$ cat config.mk
export PLATFORM = sky130hd
export DESIGN_NAME = regfile_writeback_unit_flat
export DESIGN_NICKNAME = d
export VERILOG_FILES = /design/src/rtl/regfile_writeback_unit_if.sv /design/src/rtl/regfile_writeback_unit.sv /design/src/flat_wrapper.sv
export SDC_FILE = /design/constraint.sdc
export NUM_CORES = 1
export LEC_CHECK = 0
export CORE_MARGIN = 2
export CORE_UTILIZATION = 50
export CTS_CLUSTER_SIZE = 28
export DETAILED_ROUTE_END_ITERATION = 8
export GPL_ROUTABILITY_DRIVEN = 0
export PLACE_DENSITY = 0.69
export SLEW_MARGIN = 20
export SYNTH_ARGS = -nofsm -noshare
export SYNTH_HDL_FRONTEND = slang
export SYNTH_SLANG_ARGS = --single-unit
$ cat constraint.sdc
create_clock -name clk -period 5.2 [get_ports clk]
set_input_delay 0.78 -clock clk [delete_from_list [all_inputs] [get_ports clk]]
set_output_delay 0.78 -clock clk [all_outputs]
set_load 0.05 [all_outputs]
$ cat src/rtl/regfile_writeback_unit_if.sv
`default_nettype none
// ============================================================================
// Module  : regfile_writeback_unit_if
// Brief   : Result-source, reservation and register-file write port bundle.
// Revision: 1.0 - initial release
// ============================================================================
interface regfile_writeback_unit_if #(
  parameter int DWIDTH = 32,
  parameter int DEPTH  = 4
);
  localparam int c_cnt_w = $clog2(DEPTH) + 1;

  logic               ld_valid_i;
  logic [4:0]         ld_rd_i;
  logic [DWIDTH-1:0]  ld_data_i;
  logic               ld_ready_o;
  logic               alu_valid_i;
  logic [4:0]         alu_rd_i;
  logic [DWIDTH-1:0]  alu_data_i;
  logic               alu_ready_o;
  logic               reserve_i;
  logic [4:0]         reserve_rd_i;
  logic [4:0]         rd_o;
  logic [DWIDTH-1:0]  datawb_o;
  logic               regwren_o;
  logic [31:0]        busy_o;
  logic [c_cnt_w-1:0] count_o;
  logic               sb_overflow_o;

  modport master (
    output ld_valid_i, ld_rd_i, ld_data_i, alu_valid_i, alu_rd_i, alu_data_i,
           reserve_i, reserve_rd_i,
    input  ld_ready_o, alu_ready_o, rd_o, datawb_o, regwren_o, busy_o,
           count_o, sb_overflow_o
  );

  modport slave (
    input  ld_valid_i, ld_rd_i, ld_data_i, alu_valid_i, alu_rd_i, alu_data_i,
           reserve_i, reserve_rd_i,
    output ld_ready_o, alu_ready_o, rd_o, datawb_o, regwren_o, busy_o,
           count_o, sb_overflow_o
  );
endinterface
`default_nettype wire

$ cat src/rtl/regfile_writeback_unit.sv
`default_nettype none
// ============================================================================
// Module  : regfile_writeback_unit
// Brief   : Merges load/ALU results through a FIFO into the register file
//           write port and tracks pending writes per register.
// Revision: 1.0 - initial release
// ============================================================================
module regfile_writeback_unit #(
  parameter int DWIDTH = 32,
  parameter int DEPTH  = 4
) (
  input  wire logic             clk,
  input  wire logic             rst,
  regfile_writeback_unit_if.slave bus
);
  localparam int c_addr_w = $clog2(DEPTH);
  localparam int c_cnt_w  = c_addr_w + 1;

  logic [4:0]          r_mem_rd   [DEPTH];
  logic [DWIDTH-1:0]   r_mem_data [DEPTH];
  logic [c_addr_w-1:0] r_head, r_tail;
  logic [c_cnt_w-1:0]  r_count;
  logic                r_sb_overflow;

  logic [c_cnt_w-1:0]  w_free;
  logic                w_ld_ready, w_alu_ready;
  logic                w_ld_push, w_alu_push, w_pop, w_empty;
  logic [c_addr_w-1:0] w_alu_slot;
  logic [4:0]          w_rd_head;
  logic [31:0]         w_busy, w_ovf_hit;

  // Space is judged on current occupancy only; the same-cycle pop is not credited.
  assign w_free      = c_cnt_w'(DEPTH) - r_count;
  assign w_ld_ready  = (w_free != '0);
  assign w_alu_ready = (w_free >= c_cnt_w'(2)) ||
                       ((w_free == c_cnt_w'(1)) && !bus.ld_valid_i);

  assign w_ld_push  = bus.ld_valid_i  && w_ld_ready  && (bus.ld_rd_i  != 5'd0);
  assign w_alu_push = bus.alu_valid_i && w_alu_ready && (bus.alu_rd_i != 5'd0);
  assign w_empty    = (r_count == '0);
  assign w_pop      = !w_empty;
  assign w_alu_slot = r_tail + c_addr_w'(w_ld_push);
  assign w_rd_head  = w_empty ? 5'd0 : r_mem_rd[r_head];

  always_ff @(posedge clk) begin
    if (rst) begin
      r_head  <= '0;
      r_tail  <= '0;
      r_count <= '0;
    end else begin
      r_head  <= r_head + c_addr_w'(w_pop);
      r_tail  <= r_tail + c_addr_w'(w_ld_push) + c_addr_w'(w_alu_push);
      r_count <= r_count + c_cnt_w'(w_ld_push) + c_cnt_w'(w_alu_push)
                 - c_cnt_w'(w_pop);
    end
  end

  // Load lands first so same-rd pairs drain load-then-ALU.
  always_ff @(posedge clk) begin
    if (w_ld_push) begin
      r_mem_rd[r_tail]   <= bus.ld_rd_i;
      r_mem_data[r_tail] <= bus.ld_data_i;
    end
    if (w_alu_push) begin
      r_mem_rd[w_alu_slot]   <= bus.alu_rd_i;
      r_mem_data[w_alu_slot] <= bus.alu_data_i;
    end
  end

  genvar gi;
  for (gi = 0; gi < 32; gi++) begin : g_sb
    if (gi == 0) begin : g_x0
      assign w_busy[gi]    = 1'b0;
      assign w_ovf_hit[gi] = 1'b0;
    end else begin : g_cnt
      logic [2:0] r_cnt;
      logic       w_inc, w_dec;

      assign w_inc = bus.reserve_i && (bus.reserve_rd_i == 5'(gi));
      assign w_dec = w_pop && (w_rd_head == 5'(gi));
      assign w_ovf_hit[gi] = w_inc && !w_dec && (r_cnt == 3'd7);
      assign w_busy[gi]    = (r_cnt != 3'd0);

      // Saturating in both directions; a matched reserve+pop cancels out.
      always_ff @(posedge clk) begin
        if (rst) begin
          r_cnt <= 3'd0;
        end else if (w_inc && !w_dec && (r_cnt != 3'd7)) begin
          r_cnt <= r_cnt + 3'd1;
        end else if (w_dec && !w_inc && (r_cnt != 3'd0)) begin
          r_cnt <= r_cnt - 3'd1;
        end
      end
    end
  end

  always_ff @(posedge clk) begin
    if (rst) begin
      r_sb_overflow <= 1'b0;
    end else begin
      r_sb_overflow <= r_sb_overflow | (|w_ovf_hit);
    end
  end

  assign bus.ld_ready_o    = w_ld_ready;
  assign bus.alu_ready_o   = w_alu_ready;
  assign bus.regwren_o     = w_pop;
  assign bus.rd_o          = w_rd_head;
  assign bus.datawb_o      = w_empty ? '0 : r_mem_data[r_head];
  assign bus.busy_o        = w_busy;
  assign bus.count_o       = r_count;
  assign bus.sb_overflow_o = r_sb_overflow;
endmodule
`default_nettype wire

$ cat src/flat_wrapper.sv
// flat-port wrapper written by rule: the top's interface ports become plain ports
module regfile_writeback_unit_flat 
#(
  parameter int DWIDTH = 32,
  parameter int DEPTH  = 4
)
  (clk, rst, bus_ld_valid_i, bus_ld_rd_i, bus_ld_data_i, bus_alu_valid_i, bus_alu_rd_i, bus_alu_data_i, bus_reserve_i, bus_reserve_rd_i, bus_ld_ready_o, bus_alu_ready_o, bus_rd_o, bus_datawb_o, bus_regwren_o, bus_busy_o, bus_count_o, bus_sb_overflow_o);
  regfile_writeback_unit_if #(.DWIDTH(DWIDTH), .DEPTH(DEPTH)) bus_i ();
  input  wire logic clk;
  input  wire logic rst;
  input wire logic [$bits(bus_i.ld_valid_i)-1:0] bus_ld_valid_i;
  input wire logic [$bits(bus_i.ld_rd_i)-1:0] bus_ld_rd_i;
  input wire logic [$bits(bus_i.ld_data_i)-1:0] bus_ld_data_i;
  input wire logic [$bits(bus_i.alu_valid_i)-1:0] bus_alu_valid_i;
  input wire logic [$bits(bus_i.alu_rd_i)-1:0] bus_alu_rd_i;
  input wire logic [$bits(bus_i.alu_data_i)-1:0] bus_alu_data_i;
  input wire logic [$bits(bus_i.reserve_i)-1:0] bus_reserve_i;
  input wire logic [$bits(bus_i.reserve_rd_i)-1:0] bus_reserve_rd_i;
  output wire logic [$bits(bus_i.ld_ready_o)-1:0] bus_ld_ready_o;
  output wire logic [$bits(bus_i.alu_ready_o)-1:0] bus_alu_ready_o;
  output wire logic [$bits(bus_i.rd_o)-1:0] bus_rd_o;
  output wire logic [$bits(bus_i.datawb_o)-1:0] bus_datawb_o;
  output wire logic [$bits(bus_i.regwren_o)-1:0] bus_regwren_o;
  output wire logic [$bits(bus_i.busy_o)-1:0] bus_busy_o;
  output wire logic [$bits(bus_i.count_o)-1:0] bus_count_o;
  output wire logic [$bits(bus_i.sb_overflow_o)-1:0] bus_sb_overflow_o;
  assign bus_i.ld_valid_i = bus_ld_valid_i;
  assign bus_i.ld_rd_i = bus_ld_rd_i;
  assign bus_i.ld_data_i = bus_ld_data_i;
  assign bus_i.alu_valid_i = bus_alu_valid_i;
  assign bus_i.alu_rd_i = bus_alu_rd_i;
  assign bus_i.alu_data_i = bus_alu_data_i;
  assign bus_i.reserve_i = bus_reserve_i;
  assign bus_i.reserve_rd_i = bus_reserve_rd_i;
  assign bus_ld_ready_o = bus_i.ld_ready_o;
  assign bus_alu_ready_o = bus_i.alu_ready_o;
  assign bus_rd_o = bus_i.rd_o;
  assign bus_datawb_o = bus_i.datawb_o;
  assign bus_regwren_o = bus_i.regwren_o;
  assign bus_busy_o = bus_i.busy_o;
  assign bus_count_o = bus_i.count_o;
  assign bus_sb_overflow_o = bus_i.sb_overflow_o;
  regfile_writeback_unit #(.DWIDTH(DWIDTH), .DEPTH(DEPTH)) u_core (.clk(clk), .rst(rst), .bus(bus_i));
endmodule
---- After elaboration in Yosys (flattened, before gate mapping) ----
Memory sizes are Yosys's and may differ from the RTL's. A register that Yosys moved wholly into a read port is not among the register bits.
Cells that the tools add are included.
word-level totals
  flip-flop bits (word level) ............. 101
  memory bits (writable) .................. 148
  output and inout port bits .............. 76
  logic and storage cells ................. 657
  memories ................................ 2
operators by class
  add/subtract/negate cells ............... 69
  magnitude comparators ................... 1
  equality and inequality tests ........... 125
  mux-type cells .......................... 70
  bitwise logic cells ..................... 1
  reduce and logical (&&, ||, !) cells .... 354
memories
  name               depth  bits a word  read ports  clocked after memory_dff  wr ports  RTL line                      source
  u_core.r_mem_data  4      32           1           1                         2         regfile_writeback_unit.sv:20  logic [DWIDTH-1:0] r_mem_data [DEPTH];
  u_core.r_mem_rd    4      5            1           1                         2         regfile_writeback_unit.sv:19  logic [4:0] r_mem_rd [DEPTH];
operators with widths
  operator               count
  $logic_and A1 B1 Y1    222
  $mux W3                62
  $eq A5 B5 Y1 const B   32
  $reduce_bool A3 Y1     32
  $add A3 B1 Y3 const B  31
  $eq A3 B3 Y1 const B   31
  $ne A3 B3 Y1 const B   31
  $sub A3 B1 Y3 const B  31
  $eq A5 B4 Y1 const B   16
  $logic_not A1 Y1       64
  $reduce_bool A2 Y1     31
  $eq A5 B3 Y1 const B   8
  $mux W32               1
  $reduce_or A31 Y1      1
  $eq A5 B2 Y1 const B   4
  $eq A5 B1 Y1 const B   2
  $reduce_bool A5 Y1     2
  $add A2 B1 Y2          3
  $add A3 B1 Y3          2
  $mux W5                1
  $mux W1                4
  $mux W2                2
  $eq A3 B1 Y1 const B   1
  $ge A3 B2 Y1 const B   1
  other kinds (5)        5

---- Depth between registers and ports, before layout ----
  word-level depth ........................ 9
  depth in mapped cells ................... 16

---- Least setup slack after synthesis ----
Ideal clock, no wire load.
  path kind ............................... register -> register
  from .................................... reg u_core.r_count[1] (netlist: u_core.bus.count_o[1])
  to ...................................... mem u_core.r_mem_data[1][0], enable pin
  setup time .............................. 0.489 ns
  arrival time ............................ 4.802 ns
  required time ........................... 4.711 ns
  setup slack ............................. -0.091 ns
  cell stages (with the launch flop) ...... 8
  buffers on the path ..................... 0
  period minus slack after synthesis ...... 5.291 ns
  cells stage by stage .................... dfxtp_1 inv_1 ha_1 ha_1 inv_1 o311a_1 inv_1 o32ai_1
RTL lines
  element                 RTL line                      source
  start, declared         regfile_writeback_unit.sv:22  logic [c_cnt_w-1:0] r_count;
  start signal, assigned  regfile_writeback_unit.sv:53  r_count <= r_count + c_cnt_w'(w_ld_push) + c_cnt_w'(w_alu_push)
  end, declared           regfile_writeback_unit.sv:20

---- Worst setup path in the final report ----
  from .................................... reg u_core.r_count[1] (netlist: u_core.bus.count_o[1])
  to ...................................... out bus_rd_o[3]
between the ends
  longest elaborated chain between the ends .. 2
RTL lines
  element           RTL line                      source
  $logic_not A3 Y1  regfile_writeback_unit.sv:40  assign w_empty = (r_count == '0);
  $mux W5           regfile_writeback_unit.sv:43  assign w_rd_head = w_empty ? 5'd0 : r_mem_rd[r_head];
  end, declared     flat_wrapper.sv:21            output wire logic [$bits(bus_i.rd_o)-1:0] bus_rd_o;
No other way between the ends.

==> flow_summary.html <==
<table>
<tr><th>Metric</th><th>Value</th></tr>
<tr><th colspan="2">Critical path</th></tr>
<tr><td>Required time worst endpoint</td><td>4.42 ns</td></tr>
<tr><td>Worst flop-to-flop path endpoint</td><td>u_core.g_sb[9].g_cnt.r_cnt[2]$_SDFFE_PP0P_</td></tr>
<tr><td>Sort of element at the start of the critical path</td><td>register</td></tr>
<tr><td>Flop-to-flop setup slack</td><td>1.09 ns</td></tr>
<tr><td>Reg-to-reg critical path startpoint</td><td>u_core.bus.count_o[1]$_SDFF_PP0_</td></tr>
<tr><td>Worst path arrival time</td><td>3.86 ns</td></tr>
<tr><td>Kind of end point of the critical path</td><td>primary output</td></tr>
<tr><td>Crit-path max FO</td><td>11</td></tr>
<tr><td>CP Class</td><td>register to primary output</td></tr>
<tr><td>Worst-case reg-to-reg path depth</td><td>12</td></tr>
<tr><th colspan="2">Global routing</th></tr>
<tr><td>GR Util All Layers</td><td>0.243</td></tr>
<tr><td>Number of global-route vias before repair</td><td>12421</td></tr>
<tr><td>GRT busiest layer</td><td>met2</td></tr>
<tr><td>Number of antenna violations at the first check in global routing</td><td>0</td></tr>
<tr><td>Wire length of the first global-routing pass</td><td>64700 um</td></tr>
<tr><td>Met1 demand-to-capacity share in global routing</td><td>0.315</td></tr>
<tr><td>Met2 Track Usage GR</td><td>0.412</td></tr>
<tr><td>Pin count of the biggest net entering global routing</td><td>58</td></tr>
<tr><td>GR met3 Demand/Resource</td><td>0.0534</td></tr>
<tr><td>GRT Residual Overflow</td><td>0</td></tr>
<tr><th colspan="2">Die</th></tr>
<tr><td>Die ar.</td><td>0.0328 mm2</td></tr>
<tr><td>Number of ports placed on the die boundary</td><td>160</td></tr>
<tr><td>Floorplan Core Area</td><td>roughly 0.031 mm2</td></tr>
<tr><td>Std cell rows</td><td>64</td></tr>
<tr><td>Height of the die</td><td>181 um</td></tr>
<tr><td>Floorplan die width</td><td>181 um</td></tr>
<tr><td>Initial Util</td><td>0.509</td></tr>
<tr><th colspan="2">STA</th></tr>
<tr><td>Final hold violations</td><td>0</td></tr>
<tr><td>RSZ-0062 raised after global routing</td><td>no</td></tr>
<tr><td>Final setup margin</td><td>between 0.5 and 0.6 ns</td></tr>
<tr><td>Worst slew pin tran</td><td>0.945 ns</td></tr>
<tr><td>Min Clock Period, post-route</td><td>~4.6 ns</td></tr>
<tr><td>Final-report max-slew violation count</td><td>0</td></tr>
<tr><td>Maximum achievable frequency</td><td>216 MHz</td></tr>
<tr><td>Clock skew</td><td>0.0153 ns</td></tr>
<tr><td>Period utilization</td><td>0.892</td></tr>
<tr><td>Count of endpoints failing setup in the final report</td><td>0</td></tr>
<tr><td>Relative slew slack</td><td>0.369</td></tr>
<tr><th colspan="2">Yosys</th></tr>
<tr><td>Fraction of the mapped netlist area in simple logic gates</td><td>0.185</td></tr>
<tr><td>Count of flip-flops with a built-in enable after synthesis</td><td>148</td></tr>
<tr><td>Yosys top cell by area</td><td>sky130_fd_sc_hd__edfxtp_1</td></tr>
<tr><td>Area fraction in compound gates after synthesis</td><td>0.127</td></tr>
<tr><td>Flops &amp; latches, synth</td><td>249</td></tr>
<tr><td>Post-synthesis adder-cell area fraction</td><td>0.0494</td></tr>
<tr><td>Ys async rst share</td><td>0</td></tr>
<tr><td>Share of the synthesized area in the top cell type</td><td>0.284</td></tr>
<tr><td>Number of warnings printed during yosys synthesis</td><td>0</td></tr>
<tr><td>Top post-synthesis cells by area</td><td>sky130_fd_sc_hd__edfxtp_1, sky130_fd_sc_hd__dfxtp_1, sky130_fd_sc_hd__mux2_2, sky130_fd_sc_hd__mux4_2, sky130_fd_sc_hd__fa_1</td></tr>
<tr><td>Post-synthesis instance total</td><td>between 1500 and 2000</td></tr>
<tr><td>Syn_area_per_cell</td><td>10.2 um2</td></tr>
<tr><td>Number of different library cells in the post-synthesis netlist</td><td>72</td></tr>
<tr><td>Cell Area, Synth</td><td>0.0157 mm2</td></tr>
<tr><td>Post-Synthesis Net Count</td><td>1657</td></tr>
<tr><td>Synth Flop Type</td><td>sky130_fd_sc_hd__edfxtp_1</td></tr>
<tr><td>Largest family of logic cells by synthesized area</td><td>simple AND/OR/NAND/NOR gates</td></tr>
<tr><td>Share of the synthesized netlist area taken by xor and xnor gates</td><td>0.0168</td></tr>
<tr><td>Fraction of the yosys area taken by sequential cells</td><td>0.413</td></tr>
<tr><td>Multiplexer share of the synthesized area</td><td>0.173</td></tr>
<tr><th colspan="2">Power</th></tr>
<tr><td>Static power due to leakage</td><td>around 6.1 nW</td></tr>
<tr><td>Total net switching power</td><td>4.01 mW</td></tr>
<tr><td>Part of the total power dissipated in sequential elements</td><td>0.302</td></tr>
<tr><td>Switching Fraction</td><td>0.420</td></tr>
<tr><td>Comb power frac</td><td>0.488</td></tr>
<tr><td>Peak supply drop</td><td>0.487 mV</td></tr>
<tr><td>Areal power density over the cells</td><td>515 mW/mm2</td></tr>
<tr><td>Clock share of power</td><td>0.211</td></tr>
<tr><td>Internal power</td><td>5.54 mW</td></tr>
<tr><th colspan="2">Detailed routing</th></tr>
<tr><td>Total DRC errors in the routed layout</td><td>0</td></tr>
<tr><td>Overall routed net length</td><td>about 40000 um</td></tr>
<tr><td>Remaining antenna violation count after routing</td><td>0</td></tr>
<tr><td>Routed wire length per instance</td><td>between 15 and 20 um</td></tr>
<tr><td>Number of vias in the routed layout</td><td>roughly 13000</td></tr>
<tr><td>Drt first pass iters</td><td>5</td></tr>
<tr><td>Via density</td><td>6.15</td></tr>
<tr><td>First DRT Iteration DRCs</td><td>1222</td></tr>
<tr><th colspan="2">Clock network</th></tr>
<tr><td>Resized cells post-CTS</td><td>0</td></tr>
<tr><td>Number of sinks on the clock net</td><td>249</td></tr>
<tr><td># H-tree levels</td><td>1</td></tr>
<tr><td>Number of buffers created by CTS</td><td>30</td></tr>
<tr><td>Clk slew on worst S/H paths</td><td>0.06 ns</td></tr>
<tr><td>Clock latency of the later-clocked register in the worst-skew pair</td><td>roughly 0.57 ns</td></tr>
<tr><td>Root buffer cell</td><td>sky130_fd_sc_hd__clkbuf_16</td></tr>
<tr><td>Buffers from clock root to sink, at most</td><td>3</td></tr>
<tr><td>Number of hold-repair buffers added at the cts stage</td><td>0</td></tr>
<tr><td>Post-CTS Setup Repair Bufs</td><td>0</td></tr>
<tr><td>TritonCTS clock tree</td><td>done</td></tr>
<tr><th colspan="2">Placed design</th></tr>
<tr><td>Worst slack at placement</td><td>1.04 ns</td></tr>
<tr><td>Total of buffers placed on input and output ports</td><td>roughly 160</td></tr>
<tr><td>HPWL reported at the end of detailed placement</td><td>27600 um</td></tr>
<tr><th colspan="2">Cells and area</th></tr>
<tr><td>Final antenna diode count</td><td>0</td></tr>
<tr><td>Fraction of final layout cells with drive strength greater than 1</td><td>0.174</td></tr>
<tr><td>Relative area change from synthesis to final layout</td><td>18.3%</td></tr>
<tr><td>Nets@finish</td><td>1767</td></tr>
<tr><td>Post-Route Utilization</td><td>0.602</td></tr>
<tr><th colspan="2">Min path</th></tr>
<tr><td>Number of stages on the worst hold path</td><td>2</td></tr>
<tr><td>Hold Crit Endpoint</td><td>u_core.g_sb[26].g_cnt.r_cnt[0]$_SDFFE_PP0P_</td></tr>
<tr><td>Path type of the worst min-delay path</td><td>register to register</td></tr>
<tr><td>Hold wc startpoint</td><td>u_core.g_sb[26].g_cnt.r_cnt[2]$_SDFFE_PP0P_</td></tr>
<tr><th colspan="2">Job</th></tr>
<tr><td>Maximum Capacitance Violations</td><td>0</td></tr>
<tr><th colspan="2">Run status</th></tr>
<tr><td>Status</td><td>finished clean</td></tr>
</table>
registers in the layout, summed over array words and instances (netlist names):
| signal | flops |
|---|---|
| u_core.bus.count_o | 3 |
| u_core.bus.sb_overflow_o | 1 |
| u_core.g_sb.g_cnt.r_cnt | 93 |
| u_core.r_head | 2 |
| u_core.r_mem_data | 128 |
| u_core.r_mem_rd | 20 |
| u_core.r_tail | 2 |
power groups by stage:
stage / clock [mW] / sequential (mW) / combinational, mW
2_1_floorplan: 0 / 2.85 / 3.28
3_3_place_gp: 0 / 2.90 / 4.59
3_5_place_dp: 0 / 2.92 / 4.63
4_1_cts: 2.05 / 2.88 / 4.66
5_1_grt: 2.13 / 2.92 / 4.93
6_report: 2.01 / 2.88 / 4.66
worst max-delay path by stage:
stage	cells past startpoint	startpoint	slack (ns)	endpoint
after floorplan	7	u_core.bus.count_o[1]$_SDFF_PP0_	-0.09	u_core.r_mem_data[1][0]$_DFFE_PP_
after global placement	9	bus_ld_rd_i[0]	1.15	u_core.r_mem_data[2][14]$_DFFE_PP_
after detailed placement	9	bus_ld_rd_i[0]	1.04	u_core.r_mem_data[0][14]$_DFFE_PP_
after CTS	8	u_core.bus.count_o[1]$_SDFF_PP0_	0.56	bus_rd_o[3]
after global routing	8	u_core.bus.count_o[1]$_SDFF_PP0_	0.46	bus_rd_o[3]
final	8	u_core.bus.count_o[1]$_SDFF_PP0_	0.56	bus_rd_o[3]
layer usage:
metal  up-vias  share of wire
met1      6154           0.43
met2       413           0.48
met5         -              0
li1       6035              -
met4         0          0.023
met3        70          0.073
worst max-delay path, stage by stage (launching register included):
cell                              delay, ns
sky130_fd_sc_hd__dfxtp_1               0.44
sky130_fd_sc_hd__inv_1                 0.11
sky130_fd_sc_hd__ha_1                  0.21
sky130_fd_sc_hd__ha_1                  0.40
sky130_fd_sc_hd__or2_2                 0.38
sky130_fd_sc_hd__o22a_2                0.27
sky130_fd_sc_hd__inv_1                 0.36
sky130_fd_sc_hd__buf_4                 0.28
sky130_fd_sc_hd__clkdlybuf4s50_1       0.82
cell type report:
class / instances / area [um2]
inverter: 30 / 113
fill: 2544 / 12200
sequential: 249 / 6470
multi-input combinational: 1149 / 8700
tap: 396 / 495
clock buffer: 45 / 877
timing repair buffer: 181 / 1790
clock inverter: 11 / 82.6
placed cells by master, fill, tap and decap left out, types with 8 or more instances in the layout:
master	netlist	layout
sky130_fd_sc_hd__and3_1	11	11
sky130_fd_sc_hd__xnor2_1	20	20
sky130_fd_sc_hd__nand2b_1	12	12
sky130_fd_sc_hd__inv_1	30	30
sky130_fd_sc_hd__a21oi_1	48	48
sky130_fd_sc_hd__clkdlybuf4s50_1	0	157
sky130_fd_sc_hd__and2_1	43	43
sky130_fd_sc_hd__edfxtp_1	148	148
sky130_fd_sc_hd__nand2_1	153	153
sky130_fd_sc_hd__clkbuf_1	69	8
sky130_fd_sc_hd__o21ai_0	50	50
sky130_fd_sc_hd__nand4_1	19	19
sky130_fd_sc_hd__a41oi_1	14	14
sky130_fd_sc_hd__o31ai_1	8	8
sky130_fd_sc_hd__or3_1	35	35
sky130_fd_sc_hd__nor2_1	128	126
sky130_fd_sc_hd__ha_1	9	9
sky130_fd_sc_hd__buf_4	10	21
sky130_fd_sc_hd__a2111oi_0	16	16
sky130_fd_sc_hd__dfxtp_1	101	99
sky130_fd_sc_hd__a31oi_1	38	38
sky130_fd_sc_hd__mux4_2	37	37
sky130_fd_sc_hd__xor2_1	10	10
sky130_fd_sc_hd__clkbuf_16	0	30
sky130_fd_sc_hd__nand3_1	78	78
sky130_fd_sc_hd__mux2_2	151	151
sky130_fd_sc_hd__o22ai_1	37	37
sky130_fd_sc_hd__mux2i_1	18	18
sky130_fd_sc_hd__a32oi_1	12	12
sky130_fd_sc_hd__nor3_1	69	67
sky130_fd_sc_hd__fa_1	33	33
through the flow:
stage          cells  total power [mW]  hold WS [ns]  area, um2  setup TNS (ns)
6_report        2061              9.55         0.549      18500               0
5_1_grt         2061              9.98         0.588      18500               0
4_1_cts         2061              9.60         0.550      18500               0
3_5_place_dp    2005              7.55         0.544      17600               0
3_3_place_gp    2005              7.49         0.525      17600               0
2_1_floorplan   1531              6.13         0.502      15700           -6.73
cells in the mapped netlist, types with 5 or more instances:
| cell type | instances |
|---|---|
| sky130_fd_sc_hd__edfxtp_1 | 148 |
| sky130_fd_sc_hd__nor3_1 | 69 |
| sky130_fd_sc_hd__inv_1 | 30 |
| sky130_fd_sc_hd__xor2_1 | 10 |
| sky130_fd_sc_hd__or3_1 | 35 |
| sky130_fd_sc_hd__ha_1 | 9 |
| sky130_fd_sc_hd__dfxtp_1 | 101 |
| sky130_fd_sc_hd__o21ai_0 | 50 |
| sky130_fd_sc_hd__buf_1 | 9 |
| sky130_fd_sc_hd__mux2_2 | 151 |
| sky130_fd_sc_hd__nor2b_1 | 7 |
| sky130_fd_sc_hd__and2_1 | 43 |
| sky130_fd_sc_hd__mux4_2 | 37 |
| sky130_fd_sc_hd__a41oi_1 | 14 |
| sky130_fd_sc_hd__o21a_1 | 5 |
| sky130_fd_sc_hd__o211ai_1 | 5 |
| sky130_fd_sc_hd__xnor2_1 | 20 |
| sky130_fd_sc_hd__a31oi_1 | 38 |
| sky130_fd_sc_hd__o31ai_1 | 8 |
| sky130_fd_sc_hd__fa_1 | 33 |
| sky130_fd_sc_hd__buf_2 | 14 |
| sky130_fd_sc_hd__clkbuf_1 | 69 |
| sky130_fd_sc_hd__o22ai_1 | 37 |
| sky130_fd_sc_hd__nand2_1 | 153 |
| sky130_fd_sc_hd__nand2b_1 | 12 |
| sky130_fd_sc_hd__a211oi_1 | 6 |
| sky130_fd_sc_hd__a2111oi_2 | 7 |
| sky130_fd_sc_hd__a21oi_1 | 48 |
| sky130_fd_sc_hd__mux2i_1 | 18 |
| sky130_fd_sc_hd__nor2_1 | 128 |
| sky130_fd_sc_hd__nand3_1 | 78 |
| sky130_fd_sc_hd__a32oi_1 | 12 |
| sky130_fd_sc_hd__and3_1 | 11 |
| sky130_fd_sc_hd__a2111oi_0 | 16 |
| sky130_fd_sc_hd__nand4_1 | 19 |
| sky130_fd_sc_hd__buf_4 | 10 |
logic make-up (layout without fill, tap and decap cells):
logic type | count (synthesis) | after routing
AOI/OAI and AO/OA | 288 | 288
DFF | 249 | 249
xor gates and xnor gates | 30 | 30
buffers and inverters | 133 | 267
muxes | 206 | 206
adders and majority gates | 42 | 42
other | 1 | 1
and+or+nand+nor | 582 | 582
No activity file was read; power rests on OpenSTA's default activity.
